## config.mk

```make
export PLATFORM = sky130hd
export DESIGN_NAME = racing_traffic_ctrl
export DESIGN_NICKNAME = d
export VERILOG_FILES = /design/src/rtl/racing_pkg.sv /design/src/rtl/racing_traffic_ctrl_enemy_lane.sv /design/src/rtl/racing_traffic_ctrl.sv
export SDC_FILE = /design/constraint.sdc
export NUM_CORES = 1
export LEC_CHECK = 0
export CORE_MARGIN = 2
export CORE_UTILIZATION = 37
export CTS_CLUSTER_SIZE = 40
export DETAILED_ROUTE_END_ITERATION = 10
export GPL_TIMING_DRIVEN = 0
export PLACE_DENSITY = 0.59
export SLEW_MARGIN = 20
export SYNTH_ARGS = -nofsm -noshare
export SYNTH_HDL_FRONTEND = slang
export SYNTH_SLANG_ARGS = --single-unit
```

## constraint.sdc

```tcl
create_clock -name clk -period 7.76 [get_ports clk]
set_input_delay 1.552 -clock clk [delete_from_list [all_inputs] [get_ports clk]]
set_output_delay 1.552 -clock clk [all_outputs]
set_load 0.01 [all_outputs]
```

## src/rtl/racing_pkg.sv

```systemverilog
// Shared types, default constants and start-position helpers for the racing game logic.
// Pure definitions; no timing of its own.
package racing_pkg;

  typedef enum logic [1:0] {
    S_IDLE  = 2'd0,
    S_PLAY  = 2'd1,
    S_CRASH = 2'd2,
    S_OVER  = 2'd3
  } state_t;

  typedef logic [15:0] coord_t;

  localparam int DEF_N_ENEMY      = 3;
  localparam int DEF_H_ACTIVE     = 640;
  localparam int DEF_V_ACTIVE     = 480;
  localparam int DEF_TRACK_LEFT   = 40;
  localparam int DEF_TRACK_RIGHT  = 600;
  localparam int DEF_CAR_W        = 8;
  localparam int DEF_STEP         = 4;
  localparam int DEF_SPEED_INIT   = 31;
  localparam int DEF_SPEED_CRASH  = 16;
  localparam int DEF_SPEED_MAX    = 250;
  localparam int DEF_LIVES        = 3;
  localparam int DEF_CRASH_FRAMES = 60;

  function automatic int xmin_of(int track_left);
    return track_left;
  endfunction

  // Rightmost enemy x keeps the whole sprite left of the shoulder.
  function automatic int xmax_of(int track_right, int car_w);
    return track_right - car_w;
  endfunction

  function automatic int enemy_x0(int i, int n, int xmin, int xmax);
    return xmin + ((i + 1) * (xmax - xmin)) / (n + 1);
  endfunction

  function automatic int enemy_y0(int i, int n, int v_active);
    return (i * v_active) / n;
  endfunction

endpackage

```

## src/rtl/racing_traffic_ctrl_enemy_lane.sv

```systemverilog
// One enemy car: x/y/direction registers with vertical wrap and wall bounce.
// Updates one cycle after advance; passed is combinational for the current advance.
module enemy_lane
  import racing_pkg::*;
#(
  parameter int X_INIT   = 0,
  parameter int Y_INIT   = 0,
  parameter bit DIR_INIT = 1'b0,
  parameter int XMIN     = 40,
  parameter int XMAX     = 592,
  parameter int V_ACTIVE = 480,
  parameter int STEP     = 4
) (
  input  logic       clk,
  input  logic       reset,
  input  logic       reload,
  input  logic       advance,
  input  logic [3:0] dy,
  output coord_t     x,
  output coord_t     y,
  output logic       passed
);

  logic        dir;
  logic [16:0] ny;
  logic [16:0] x_fwd;

  assign ny     = {1'b0, y} + 17'(dy);
  assign passed = (ny >= 17'(V_ACTIVE));
  assign x_fwd  = {1'b0, x} + 17'(STEP);

  always_ff @(posedge clk or posedge reset) begin
    if (reset) begin
      x   <= 16'(X_INIT);
      y   <= 16'(Y_INIT);
      dir <= DIR_INIT;
    end else if (reload) begin
      x   <= 16'(X_INIT);
      y   <= 16'(Y_INIT);
      dir <= DIR_INIT;
    end else if (advance) begin
      // Wrap keeps the overshoot so spacing between cars is preserved.
      y <= passed ? 16'(ny - 17'(V_ACTIVE)) : ny[15:0];
      if (dir) begin
        if (x_fwd >= 17'(XMAX)) begin
          x   <= 16'(XMAX);
          dir <= 1'b0;
        end else begin
          x <= x_fwd[15:0];
        end
      end else begin
        if (x <= 16'(XMIN + STEP)) begin
          x   <= 16'(XMIN);
          dir <= 1'b1;
        end else begin
          x <= x - 16'(STEP);
        end
      end
    end
  end

endmodule

```

## src/rtl/racing_traffic_ctrl.sv

```systemverilog
// Frame-rate game logic: player steering, N_ENEMY enemy lanes, score, lives and crash FSM.
// All outputs registered; state changes land one cycle after frame_tick; no backpressure.
module racing_traffic_ctrl
  import racing_pkg::*;
#(
  parameter int N_ENEMY      = DEF_N_ENEMY,
  parameter int H_ACTIVE     = DEF_H_ACTIVE,
  parameter int V_ACTIVE     = DEF_V_ACTIVE,
  parameter int TRACK_LEFT   = DEF_TRACK_LEFT,
  parameter int TRACK_RIGHT  = DEF_TRACK_RIGHT,
  parameter int CAR_W        = DEF_CAR_W,
  parameter int STEP         = DEF_STEP,
  parameter int SPEED_INIT   = DEF_SPEED_INIT,
  parameter int SPEED_CRASH  = DEF_SPEED_CRASH,
  parameter int SPEED_MAX    = DEF_SPEED_MAX,
  parameter int LIVES        = DEF_LIVES,
  parameter int CRASH_FRAMES = DEF_CRASH_FRAMES
) (
  input  logic                  clk,
  input  logic                  reset,
  input  logic                  vsync,
  input  logic                  start,
  input  logic                  left,
  input  logic                  right,
  input  logic [N_ENEMY-1:0]    hit_enemy,
  input  logic                  hit_track,
  output logic                  frame_tick,
  output logic [15:0]           player_x,
  output logic [16*N_ENEMY-1:0] enemy_x,
  output logic [16*N_ENEMY-1:0] enemy_y,
  output logic [7:0]            speed,
  output logic [15:0]           track_pos,
  output logic [15:0]           score,
  output logic [3:0]            lives,
  output logic [1:0]            state
);

  localparam int XMIN   = xmin_of(TRACK_LEFT);
  localparam int XMAX   = xmax_of(TRACK_RIGHT, CAR_W);
  localparam int PMAX   = H_ACTIVE - CAR_W;
  localparam int P_INIT = PMAX / 2;
  localparam int CW     = $clog2(CRASH_FRAMES + 1);

  state_t          st;
  logic            vsync_q;
  logic            coll;
  logic [CW-1:0]   crash_cnt;
  logic [N_ENEMY-1:0] passed;
  logic [3:0]      pass_cnt;
  logic [16:0]     score_sum;
  logic [16:0]     px_fwd;
  logic [3:0]      dy;
  logic            advance;
  logic            reload;
  logic            hit_any;

  assign state     = st;
  assign dy        = speed[7:4];
  assign hit_any   = (|hit_enemy) | hit_track;
  assign advance   = frame_tick && (st == S_PLAY) && !coll;
  assign reload    = (st == S_OVER) && start;
  assign px_fwd    = {1'b0, player_x} + 17'(STEP);
  assign score_sum = {1'b0, score} + 17'(pass_cnt);

  always_comb begin
    pass_cnt = '0;
    for (int i = 0; i < N_ENEMY; i++) pass_cnt = pass_cnt + 4'(passed[i]);
  end

  for (genvar i = 0; i < N_ENEMY; i++) begin : g_lane
    enemy_lane #(
      .X_INIT  (enemy_x0(i, N_ENEMY, XMIN, XMAX)),
      .Y_INIT  (enemy_y0(i, N_ENEMY, V_ACTIVE)),
      .DIR_INIT(1'(i % 2)),
      .XMIN    (XMIN),
      .XMAX    (XMAX),
      .V_ACTIVE(V_ACTIVE),
      .STEP    (STEP)
    ) u_lane (
      .clk    (clk),
      .reset  (reset),
      .reload (reload),
      .advance(advance),
      .dy     (dy),
      .x      (enemy_x[16*i +: 16]),
      .y      (enemy_y[16*i +: 16]),
      .passed (passed[i])
    );
  end

  always_ff @(posedge clk or posedge reset) begin
    if (reset) begin
      vsync_q    <= 1'b1;
      frame_tick <= 1'b0;
      coll       <= 1'b0;
      st         <= S_IDLE;
      player_x   <= 16'(P_INIT);
      speed      <= 8'(SPEED_INIT);
      track_pos  <= '0;
      score      <= '0;
      lives      <= 4'(LIVES);
      crash_cnt  <= '0;
    end else begin
      vsync_q    <= vsync;
      frame_tick <= vsync_q & ~vsync;
      // A hit on the tick cycle itself belongs to the next frame: set beats clear.
      if (st == S_PLAY && hit_any) coll <= 1'b1;
      else if (frame_tick)         coll <= 1'b0;

      case (st)
        S_IDLE: if (start) st <= S_PLAY;
        S_PLAY: if (frame_tick) begin
          if (coll) begin
            lives     <= lives - 4'd1;
            speed     <= 8'(SPEED_CRASH);
            crash_cnt <= CW'(CRASH_FRAMES);
            st        <= (lives == 4'd1) ? S_OVER : S_CRASH;
          end else begin
            if (speed < 8'(SPEED_MAX)) speed <= speed + 8'd1;
            track_pos <= track_pos + 16'(dy);
            score     <= score_sum[16] ? 16'hFFFF : score_sum[15:0];
            if (left && !right)
              player_x <= (player_x >= 16'(STEP)) ? player_x - 16'(STEP) : '0;
            else if (right && !left)
              player_x <= (px_fwd >= 17'(PMAX)) ? 16'(PMAX) : px_fwd[15:0];
          end
        end
        S_CRASH: if (frame_tick) begin
          track_pos <= track_pos + 16'(dy);
          crash_cnt <= crash_cnt - CW'(1);
          if (crash_cnt == CW'(1)) st <= S_PLAY;
        end
        S_OVER: if (start) begin
          st        <= S_PLAY;
          coll      <= 1'b0;
          player_x  <= 16'(P_INIT);
          speed     <= 8'(SPEED_INIT);
          track_pos <= '0;
          score     <= '0;
          lives     <= 4'(LIVES);
          crash_cnt <= '0;
        end
        default: st <= S_IDLE;
      endcase
    end
  end

endmodule
```

==> results of run 1 <==
==> Yosys cell counts (11+ instances only) <==
cell type / number / area [um2]
dfstp_2: 32 / 841
nand3_1: 61 / 305
a31oi_1: 28 / 175
nor2b_1: 13 / 81.3
inv_1: 44 / 165
o41ai_1: 14 / 123
or3_1: 33 / 206
dfrtp_1: 132 / 3300
nor2_1: 141 / 529
or4_1: 11 / 82.6
a211oi_1: 17 / 128
o22ai_1: 12 / 75.1
o211ai_1: 16 / 120
nand4_1: 27 / 169
and3_1: 20 / 125
o21ai_0: 144 / 721
and4_1: 11 / 96.3
nor3_1: 59 / 295
a21o_1: 21 / 158
ha_1: 40 / 500
mux2i_1: 16 / 160
a21oi_1: 144 / 721
o31ai_1: 22 / 165
xnor2_1: 44 / 385
clkbuf_1: 83 / 312
nand2_1: 187 / 702
xor2_1: 29 / 254
==> where the power goes <==
group	internal [mW]	switching (mW)	total (mW)	leakage, nW
Combinational	1.09	1.62	2.71	3.70
Sequential	1.09	0.267	1.36	2.13
Clock	0.528	0.405	0.933	0.289
==> metal layers <==
| metal | global-route usage, % | vias to the layer above |
|---|---|---|
| li1 | - | 6224 |
| met1 | 30.8 | 6152 |
| met2 | 36.7 | 417 |
| met3 | 5.13 | 61 |
| met4 | 8.18 | 0 |
| met5 | 0 | - |
==> kinds of logic (layout without fill, tap and decap cells) <==
| logic type | Yosys count | in the layout | synth area share, % |
|---|---|---|---|
| simple gates | 627 | 627 | 24.6 |
| compound gates | 509 | 509 | 25.6 |
| other cells | 1 | 6 | 0.0299 |
| mux | 20 | 20 | 1.64 |
| buf+inv | 153 | 349 | 5.02 |
| flops | 164 | 164 | 33.1 |
| fa+ha+maj | 46 | 46 | 4.95 |
| xor+xnor | 73 | 73 | 5.10 |
==> sequential cells by signal, indices dropped and copies added, names as in the netlist <==
signal,flops
coll,1
crash_cnt,6
frame_tick,1
g_lane.u_lane.dir,3
g_lane.u_lane.x,44
g_lane.u_lane.y,48
lives,4
player_x,14
score,16
speed,8
state,2
track_pos,16
vsync_q,1
==> metrics by stage <==
stage	hold slack (ns)	util, %
2_1_floorplan	0.463	-
3_3_place_gp	0.467	44.1
3_5_place_dp	0.465	44.2
4_1_cts	0.478	46.1
5_1_grt	0.502	46.1
6_report	0.471	46.1
==> placed cells by master (no fill, tap or decap), drive strengths merged, types with 14 or more instances in the layout <==
cell / n
a211oi: 20
a21o: 21
a21oi: 145
a31oi: 28
and3: 20
buf: 27
clkbuf: 102
clkdlybuf4s50: 162
dfrtp: 132
dfstp: 32
ha: 40
inv: 49
mux2i: 16
nand2: 189
nand3: 62
nand4: 28
nor2: 142
nor3: 59
o211ai: 16
o21ai: 152
o31ai: 22
o41ai: 14
or3: 33
xnor2: 44
xor2: 29
==> worst max path at each step <==
stage	from	to	slack (ns)	cells past startpoint
after detailed placement	speed[5]$_DFFE_PP0P_	score[8]$_DFFE_PP0P_	1.26	22
after floorplan	reset	coll$_DFF_PP0_	1.83	1
after CTS	speed[5]$_DFFE_PP0P_	score[8]$_DFFE_PP0P_	1.21	22
final	speed[5]$_DFFE_PP0P_	score[8]$_DFFE_PP0P_	1.14	22
after global placement	reset	g_lane[0].u_lane.y[10]$_DFFE_PP0P_	-1.02	2
after global routing	speed[5]$_DFFE_PP0P_	score[8]$_DFFE_PP0P_	0.59	22
==> critical path: stages, from the launching register on <==
cell and delay (ns):
dfrtp_1 0.80, ha_1 0.37, a21oi_1 0.24, o22a_1 0.29
buf_2 0.25, xnor2_1 0.09, ha_1 0.26, o2111ai_1 0.11
a21oi_1 0.11, nor2_1 0.27, nor4b_2 0.66, nand2_2 0.33
fa_1 0.60, ha_1 0.19, fa_1 0.21, nand2_1 0.15
nor2_1 0.31, nand4_1 0.19, nor2_1 0.52, nor3_1 0.19
nand3_1 0.13, nand2_1 0.05, a21oi_1 0.17
==> final cells by class <==
cell class	instances	area, um2
Buffer	108	458
Timing Repair Buffer	164	1680
Clock buffer	19	453
Multi-Input combinational cell	1281	7780
Tap cell	448	561
Inverter	45	179
Fill cell	3333	18000
Clock inverter	13	171
Sequential cell	164	4140
==> qor.csv, run 1 <==
stage,metric,value,unit
sta,Least-Margin Pin Slew,0.979,ns
sta,minimum clock period,6.62,ns
sta,Tcrit/Tclk final,85.3,%
worst_hold_path,WHS Path Cells,2,
clock_network,clock tree buffer depth,2,
global_route,largest net degree at the start of global routing,61,
setup_path,Critical Path AT,6.99,ns
clock_network,Root Driver,clkbuf_16,
die,Die Wd,188,um
yosys,Post-Synthesis Cells,1593,
place,dpl cell area,14800,um2
clock_network,post-cts resize count,0,
power_and_ir_drop,total power draw,5.00,mW
power_and_ir_drop,pwr dens,324,nW/um2
yosys,synthesized area,12500,um2
die,DIE AREA,35400,um2
sta,Final Max Slew Viols,0,
routing,top routing layer in use,met4,
sta,final clock skew,0.0136,ns
place,HPWL after DPL,29.7,mm
routing,met3 wire len,2.75,mm
setup_path,CP startpoint kind,flop,
setup_path,worst-path fanout max,12,
worst_hold_path,Hold Path Class,flop to flop,
place,PortBufs,162,
clock_network,htree depth,4,
yosys,top_reg_cell synth,dfrtp_1,
routing,DR iter-0 viols,1024,
final_layout,antenna cells,0,
die,Initial Util,37.5,%
final_layout,ratio of cells with drive above 1 in the final layout,6.47,%
die,core area,33400,um2
final_layout,"Design Area, Final",15400,um2
power_and_ir_drop,Leak,6.12,nW
die,# rows,67,
die,Die H,188,um
final_layout,Layout area overhead,23.0,%
global_route,first-pass GRT wire length,65.7,mm
run_status,status,finished clean,
sta,TNS Setup,0,ns
yosys,#FFs+latches synth,164,
routing,wl on met1,18.4,mm
yosys,"EDFF count, synth",0,
yosys,Synth Warn #,0,
place,dpl cells,2210,
routing,met2 wire len,18.5,mm
setup_path,r2r startpoint,speed[5]$_DFFE_PP0P_,
clock_network,Clock Sinks,164,
routing,router iterations before antenna repair,5,
setup_path,CP Capture Type,flop,
clock_network,Post-CTS Setup Inserts,0,
sta,RSZ-0062 raised after global routing,false,
clock_network,total CTS buffers,17,
clock_network,Worst-Skew Late Latency,0.45,ns
clock_network,CTS tree,yes,
setup_path,kind of critical path,flop to flop,
worst_hold_path,Hold Path Sink,g_lane[0].u_lane.x[1]$_DFFE_PP1P_,
routing,vias,12900,
power_and_ir_drop,Worst IR Drop VDD,0.170,mV
setup_path,CP required,8.13,ns
routing,final wirelength,40.6,mm
setup_path,R2R setup slack,1.14,ns
sta,final hold viol count,0,
sta,# setup viols final,0,
clock_network,Clock transition at path regs,0.08,ns
yosys,Netlist cell types,95,
sta,Max Clk Rate,151,MHz
routing,Via density,5.73,
clock_network,hold-fix buffers at CTS,0,
sta,Setup WS post-layout,1.14,ns
final_layout,"non-filler cells, final",2242,
routing,wire length per cell,18.1,um
setup_path,Critical R2R Capture,score[8]$_DFFE_PP0P_,
global_route,GR Overflow Total,0,
worst_hold_path,hold_sp,g_lane[0].u_lane.x[1]$_DFFE_PP1P_,
yosys,post-synthesis sequential area ratio,33.1,%
setup_path,Reg2Reg Depth,22,
final_layout,Layout Nets,1837,
yosys,post-synthesis async set-or-reset flop share,100,%
place,Setup WS pre-CTS,1.26,ns
global_route,initial antenna violation count,0,
place,Placer Congestion,0.892,
routing,post-route ant nets,0,
global_route,vias in the first global route,12200,
die,Boundary Pins,169,
routing,DRC Markers,0,
flow_run,Max-Cap Viols,0,
global_route,GRT Util Overall,23.1,%
sta,max_slew headroom,34.7,%
yosys,Syn Area/Cell,7.87,um2
(Power assumes the default switching activity.)
==> inputs of run 2 (changes only) <==
- GPL_TIMING_DRIVEN: 0 -> unset
==> run 2 against run 1 <==
Register-to-register slack improved by 0.49 ns. Power fell by 2.0%. Combinational power fell by 7.7%. Highest routed layer unchanged. Clock skew fell by 0.0047 ns.
==> qor.csv, run 2 (synthesis results as in run 1) <==
stage,metric,value,unit,change
die,Die H,188,um,unchanged
power_and_ir_drop,Flop pwr share,30.3,%,+3.2 points
final_layout,max FFs per register,48,,unchanged
power_and_ir_drop,Internal Power,2.67,mW,-1.5%
final_layout,most frequent cells in the layout,"nand2_1, clkdlybuf4s50_1, o21ai_0, a21oi_1, nor2_1",,
power_and_ir_drop,Worst IR Drop VDD,0.194,mV,+14%
power_and_ir_drop,Clk pwr share,18.6,%,about the same
place,Placer Congestion,0.892,,about the same
setup_path,worst-path fanout max,12,,unchanged
place,PortBufs,162,,unchanged
sta,minimum clock period,6.13,ns,-0.492 ns
die,Boundary Pins,169,,unchanged
setup_path,CP Capture Type,flop,,
power_and_ir_drop,logic gate share of total power,51.0,%,-3.2 points
clock_network,Root Driver,clkbuf_16,,
global_route,GRT Util Overall,21.4,%,-1.7 points
die,DIE AREA,35400,um2,unchanged
place,dpl cell area,14400,um2,-2.6%
global_route,first-pass GRT wire length,62.2,mm,-5.4%
routing,DR iter-0 viols,790,,-23%
sta,Max Clk Rate,163,MHz,+8.0%
final_layout,Reg with most FFs,g_lane.u_lane.y,,
clock_network,hold-fix buffers at CTS,0,,unchanged
flow_run,Max-Cap Viols,0,,unchanged
global_route,GR Overflow Total,0,,unchanged
setup_path,Critical Path AT,6.49,ns,-0.50 ns
sta,max_slew headroom,36.8,%,+2.1 points
global_route,met1 Use GR,28.8,%,-2.0 points
routing,router iterations before antenna repair,5,,unchanged
die,Initial Util,37.5,%,unchanged
routing,DRC Markers,0,,unchanged
final_layout,"most common cell after layout, fill and taps aside",nand2_1,,
sta,final hold viol count,0,,unchanged
final_layout,Layout Nets,1741,,-5.2%
clock_network,total CTS buffers,17,,unchanged
final_layout,Multi-input gate area,7800,um2,+0.26%
run_status,status,finished clean,,
routing,Via density,5.78,,+0.79%
setup_path,CP required,8.13,ns,about the same
final_layout,Largest regs,"g_lane.u_lane.y: 48 flops, g_lane.u_lane.x: 44 flops",,
clock_network,Clock Sinks,164,,unchanged
routing,wire length per cell,17.5,um,-3.4%
final_layout,number of fill cells,3333,,unchanged
worst_hold_path,Hold Path Class,flop to flop,,
setup_path,kind of critical path,flop to flop,,
global_route,gr busiest metal,met2,,
clock_network,htree depth,4,,unchanged
sta,Tcrit/Tclk final,79.0,%,-6.3 points
final_layout,ratio of cells with drive above 1 in the final layout,6.60,%,+0.13 points
setup_path,CP startpoint kind,flop,,
sta,# setup viols final,0,,unchanged
global_route,met3 Usage GRT,4.15,%,-0.97 points
power_and_ir_drop,Leak,5.96,nW,-2.6%
global_route,largest net degree at the start of global routing,97,,+59%
place,HPWL after DPL,25.9,mm,-13%
sta,TNS Setup,0,ns,unchanged
routing,vias,12400,,-3.6%
global_route,GRT met2 Usage,34.3,%,-2.4 points
global_route,initial antenna violation count,0,,unchanged
final_layout,Layout area overhead,19.8,%,
die,# rows,67,,unchanged
clock_network,post-cts resize count,0,,unchanged
power_and_ir_drop,pwr dens,326,nW/um2,+0.67%
clock_network,clock tree buffer depth,2,,unchanged
sta,RSZ-0062 raised after global routing,false,,
clock_network,Clock transition at path regs,0.07,ns,about the same
power_and_ir_drop,Switch Pwr,2.24,mW,-2.5%
sta,Least-Margin Pin Slew,0.948,ns,-0.0310 ns
die,core area,33400,um2,unchanged
power_and_ir_drop,sw frac,45.6,%,-0.26 points
clock_network,Post-CTS Setup Inserts,0,,unchanged
routing,post-route ant nets,0,,unchanged
routing,final wirelength,37.5,mm,-7.6%
die,Die Wd,188,um,unchanged
final_layout,"Design Area, Final",15000,um2,-2.6%
clock_network,Worst-Skew Late Latency,0.44,ns,about the same
final_layout,antenna cells,0,,unchanged
sta,Final Max Slew Viols,0,,unchanged
sta,final clock skew,0.00891,ns,-0.00467 ns
final_layout,Seq. cell area,4140,um2,unchanged
global_route,vias in the first global route,11700,,-4.1%
clock_network,CTS tree,yes,,
run 2: stage by stage:
stage | setup WS (ns) | utilization, % | hold slack [ns] | std cells | total power [mW]
after floorplan | 1.83 | - | 0.463 | 1598 | 3.10
after global placement | 1.92 | 43.1 | 0.466 | 2114 | 3.94
after detailed placement | 1.70 | 43.1 | 0.466 | 2114 | 3.98
after CTS | 1.65 | 44.9 | 0.480 | 2145 | 4.93
after global routing | 0.962 | 44.9 | 0.491 | 2145 | 5.31
final | 1.63 | 44.9 | 0.476 | 2145 | 4.90
run 2: metal layers:
layer	up-vias	share of wire (%)
met3	56	6.0
li1	6004	-
met4	0	2.5
met2	385	46
met5	-	0
met1	5950	45
run 2: area by class of cell:
| cell class | instances | area share, % |
|---|---|---|
| multi-input cells | 1281 | 51.9 |
| clock inverters | 13 | 1.15 |
| repair buffers | 176 | 11.5 |
| inverters | 45 | 1.17 |
| flip-flops and latches | 164 | 27.6 |
| clock buffers | 18 | 2.92 |
| well taps | 448 | 3.73 |
run 2: path summary, 6_finish.rpt:
kind	from	to	slack [ns]	cells after the start
min reg2reg	g_lane[0].u_lane.x[1]$_DFFE_PP1P_	g_lane[0].u_lane.x[1]$_DFFE_PP1P_	0.48	2
max reg2reg	speed[5]$_DFFE_PP0P_	score[8]$_DFFE_PP0P_	1.63	23
min	g_lane[0].u_lane.x[1]$_DFFE_PP1P_	g_lane[0].u_lane.x[1]$_DFFE_PP1P_	0.48	2
min in group asynchronous	reset	g_lane[0].u_lane.x[10]$_DFFE_PP0P_	1.70	2
max	speed[5]$_DFFE_PP0P_	score[8]$_DFFE_PP0P_	1.63	23
max in group asynchronous	reset	g_lane[1].u_lane.y[2]$_DFFE_PP0P_	4.61	3
run 2: critical path, stage by stage (launching register included):
cell and delay [ns]:
dfrtp_1 0.60, fa_1 0.57, a211oi_1 0.33, nor2_1 0.15
nand2_1 0.13, xnor2_1 0.08, ha_1 0.20, inv_1 0.11
nor4_1 0.08, o211ai_1 0.20, o311ai_1 0.23, a2111oi_4 0.46
nand3_2 0.32, fa_1 0.61, ha_1 0.19, fa_1 0.21
nand2_1 0.14, nor2_1 0.30, nand4_1 0.19, nor2_1 0.45
nor3_1 0.14, nand3_1 0.12, nand2_1 0.05, a21oi_1 0.17
run 2: power groups by stage:
stage | combinational [mW] | sequential [mW] | clock, mW
floorplan | 1.73 | 1.37 | 0
CTS | 2.51 | 1.48 | 0.944
detailed placement | 2.49 | 1.49 | 0
global route | 2.80 | 1.54 | 0.980
finish | 2.50 | 1.49 | 0.913
global placement | 2.46 | 1.49 | 0
==> inputs of run 3 (changes only) <==
- clock period: 7.76 -> 6.29 ns (I/O delays scaled with it)
==> run 3 against run 2 <==
Sequential power rose by 22%. Via count barely moved. Sequential cell count did not move. Sequential share of layout area fell by 0.14 points. Setup slack got worse by 1.1 ns. Wire length fell by 0.44%. Combinational power rose by 25%. Non-clock buffer count rose by 6. Die area did not move. Clock power rose by 25%. Power rose by 24%. Clock skew rose by 0.00082 ns. Largest power group unchanged.
==> qor.csv, run 3 (synthesis results as in run 1) <==
stage,metric,value,unit,change
power_and_ir_drop,pwr dens,403,nW/um2,+24%
clock_network,Root Driver,clkbuf_16,,
final_layout,most frequent cells in the layout,"nand2_1, clkdlybuf4s50_1, o21ai_0, a21oi_1, nor2_1",,
routing,router iterations before antenna repair,5,,unchanged
run_status,status,finished clean,,
flow_run,Max-Cap Viols,0,,unchanged
place,PortBufs,162,,unchanged
final_layout,antenna cells,0,,unchanged
sta,TNS Setup,0,ns,unchanged
global_route,GRT Util Overall,21.0,%,-0.42 points
setup_path,CP required,6.67,ns,-1.46 ns
global_route,vias in the first global route,11500,,-1.3%
sta,Final Max Slew Viols,0,,unchanged
die,Initial Util,37.5,%,unchanged
final_layout,"non-filler cells, final",2152,,+0.33%
power_and_ir_drop,Worst IR Drop VDD,0.254,mV,+31%
die,Die Wd,188,um,unchanged
setup_path,"slowest stage delay, CP",0.63,ns,+0.02 ns
clock_network,Worst-Skew Late Latency,0.45,ns,about the same
global_route,initial antenna violation count,0,,unchanged
setup_path,Critical Path AT,6.16,ns,-0.33 ns
final_layout,max FFs per register,48,,unchanged
final_layout,number of fill cells,3334,,+0.030%
sta,Max Clk Rate,173,MHz,+6.1%
die,Die H,188,um,unchanged
sta,final clock skew,0.00973,ns,+0.000821 ns
setup_path,CP Capture Type,flop,,
place,dpl cells,2118,,+0.19%
final_layout,Layout Nets,1747,,+0.34%
setup_path,Slowest cell on crit path,dfstp_2,,
power_and_ir_drop,Leak,5.99,nW,+0.57%
sta,Tcrit/Tclk final,91.8,%,+13 points
global_route,GR Overflow Total,0,,unchanged
clock_network,Clock Sinks,164,,unchanged
clock_network,clock tree buffer depth,2,,unchanged
final_layout,ratio of cells with drive above 1 in the final layout,6.98,%,+0.38 points
clock_network,htree depth,4,,unchanged
final_layout,Largest regs,"g_lane.u_lane.y: 48 flops, g_lane.u_lane.x: 44 flops",,
clock_network,CTS tree,yes,,
sta,max_slew headroom,44.1,%,+7.3 points
routing,post-route ant nets,0,,unchanged
sta,Least-Margin Pin Slew,0.837,ns,-0.111 ns
final_layout,Layout area overhead,20.4,%,
final_layout,"Design Area, Final",15100,um2,+0.52%
die,DIE AREA,35400,um2,unchanged
routing,Via density,5.76,,-0.27%
place,HPWL after DPL,25.7,mm,-0.69%
setup_path,kind of critical path,flop to flop,,
final_layout,Reg with most FFs,g_lane.u_lane.y,,
die,# rows,67,,unchanged
setup_path,worst-path fanout max,8,,-4
worst_hold_path,Hold Path Class,flop to flop,,
global_route,first-pass GRT wire length,61.0,mm,-1.9%
routing,final wirelength,37.3,mm,-0.44%
final_layout,Seq. cell area,4140,um2,unchanged
setup_path,CP startpoint kind,flop,,
routing,DRC Markers,0,,unchanged
sta,RSZ-0062 raised after global routing,false,,
die,core area,33400,um2,unchanged
sta,# setup viols final,0,,unchanged
routing,wire length per cell,17.4,um,-0.77%
clock_network,total CTS buffers,17,,unchanged
final_layout,"most common cell after layout, fill and taps aside",nand2_1,,
final_layout,Multi-input gate area,7810,um2,about the same
sta,minimum clock period,5.78,ns,-0.351 ns
place,dpl cell area,14400,um2,+0.30%
die,Boundary Pins,169,,unchanged
global_route,largest net degree at the start of global routing,97,,unchanged
routing,DR iter-0 viols,809,,+2.4%
routing,vias,12400,,+0.056%
setup_path,CP Cell Sequence,ha_1 -> fa_1 -> a211oi_1 -> nor2_1 -> nand2_1 -> xnor2_1 -> ha_1 -> inv_1 -> nor4_1 -> o211ai_1 -> o311ai_1 -> a2111oi_4 -> nand3_4 -> fa_1 -> ha_1 -> fa_1 -> nand2_1 -> nor2_1 -> nand4_1 -> or2_2 -> a41oi_1 -> o22a_1,,
sta,final hold viol count,0,,unchanged
place,Placer Congestion,0.896,,+0.38%
clock_network,Clock transition at path regs,0.07,ns,about the same
==> run 3: cell types whose count changed in the layout (fill, tap and decap cells not counted), sizes merged <==
cell / before / now
clkinvlp: 3 / 5
clkinv: 2 / 1
buf: 14 / 20
inv: 50 / 49
clkbuf: 18 / 19
==> run 3: metal layers <==
layer  global-route usage, %  up-vias  share of wire, %
li1                        -     6030                 -
met1                    28.6     5929                46
met2                    33.4      390                46
met3                    4.06       53               5.7
met4                    6.94        0               1.9
met5                       0        -                 0
==> run 3: worst paths after layout <==
kind | startpoint | to | slack (ns) | cells after the start
worst max-delay path | speed[4]$_DFFE_PP1P_ | score[11]$_DFFE_PP0P_ | 0.51 | 22
worst min-delay path | g_lane[0].u_lane.x[1]$_DFFE_PP1P_ | g_lane[0].u_lane.x[1]$_DFFE_PP1P_ | 0.49 | 2
worst max register to register | speed[4]$_DFFE_PP1P_ | score[11]$_DFFE_PP0P_ | 0.51 | 22
worst min register to register | g_lane[0].u_lane.x[1]$_DFFE_PP1P_ | g_lane[0].u_lane.x[1]$_DFFE_PP1P_ | 0.49 | 2
max in group asynchronous | reset | speed[1]$_DFFE_PP1P_ | 4.03 | 3
min in group asynchronous | reset | g_lane[0].u_lane.x[6]$_DFFE_PP0P_ | 1.29 | 2
==> run 3: metrics by stage <==
stage,hold slack (ns),setup WS [ns],power [mW],util (%)
4_1_cts,0.492,0.448,6.10,45.1
6_report,0.489,0.514,6.09,45.1
3_5_place_dp,0.479,0.510,4.92,43.2
2_1_floorplan,0.463,0.652,3.82,-
5_1_grt,0.507,0.0614,6.58,45.1
3_3_place_gp,0.466,0.660,4.87,43.2
==> run 3: repair_timing <==
item | CTS | global route
gates resized for setup | 0 | 1
hold buffers | 0 | 0
endpoints found under the setup margin | 0 | 7
setup buffers | 0 | 2
endpoints found under the hold margin | 0 | 0
==> run 3: worst max-delay path, delay by kind of cell, from the launching register on <==
family | cells | cell delay, ns
compound gates | 6 | 1.42
xor+xnor | 1 | 0.16
fa+ha+maj | 6 | 1.66
buf+inv | 1 | 0.11
flops | 1 | 0.63
simple gates | 8 | 1.74
==> run 3: final cells by class <==
cell class                 instances  area share [%]
multi-input combinational       1281            51.7
tap                              448            3.71
clock inverter                    13            1.14
timing repair buffer             182            11.8
sequential                       164            27.5
inverter                          45            1.17
clock buffer                      19            3.00
==> run 3: power by group <==
group	switching [mW]	internal [mW]	total (mW)
Clock	0.490	0.652	1.14
Sequential	0.479	1.34	1.82
Combinational	1.79	1.33	3.12
Total	2.76	3.32	6.09
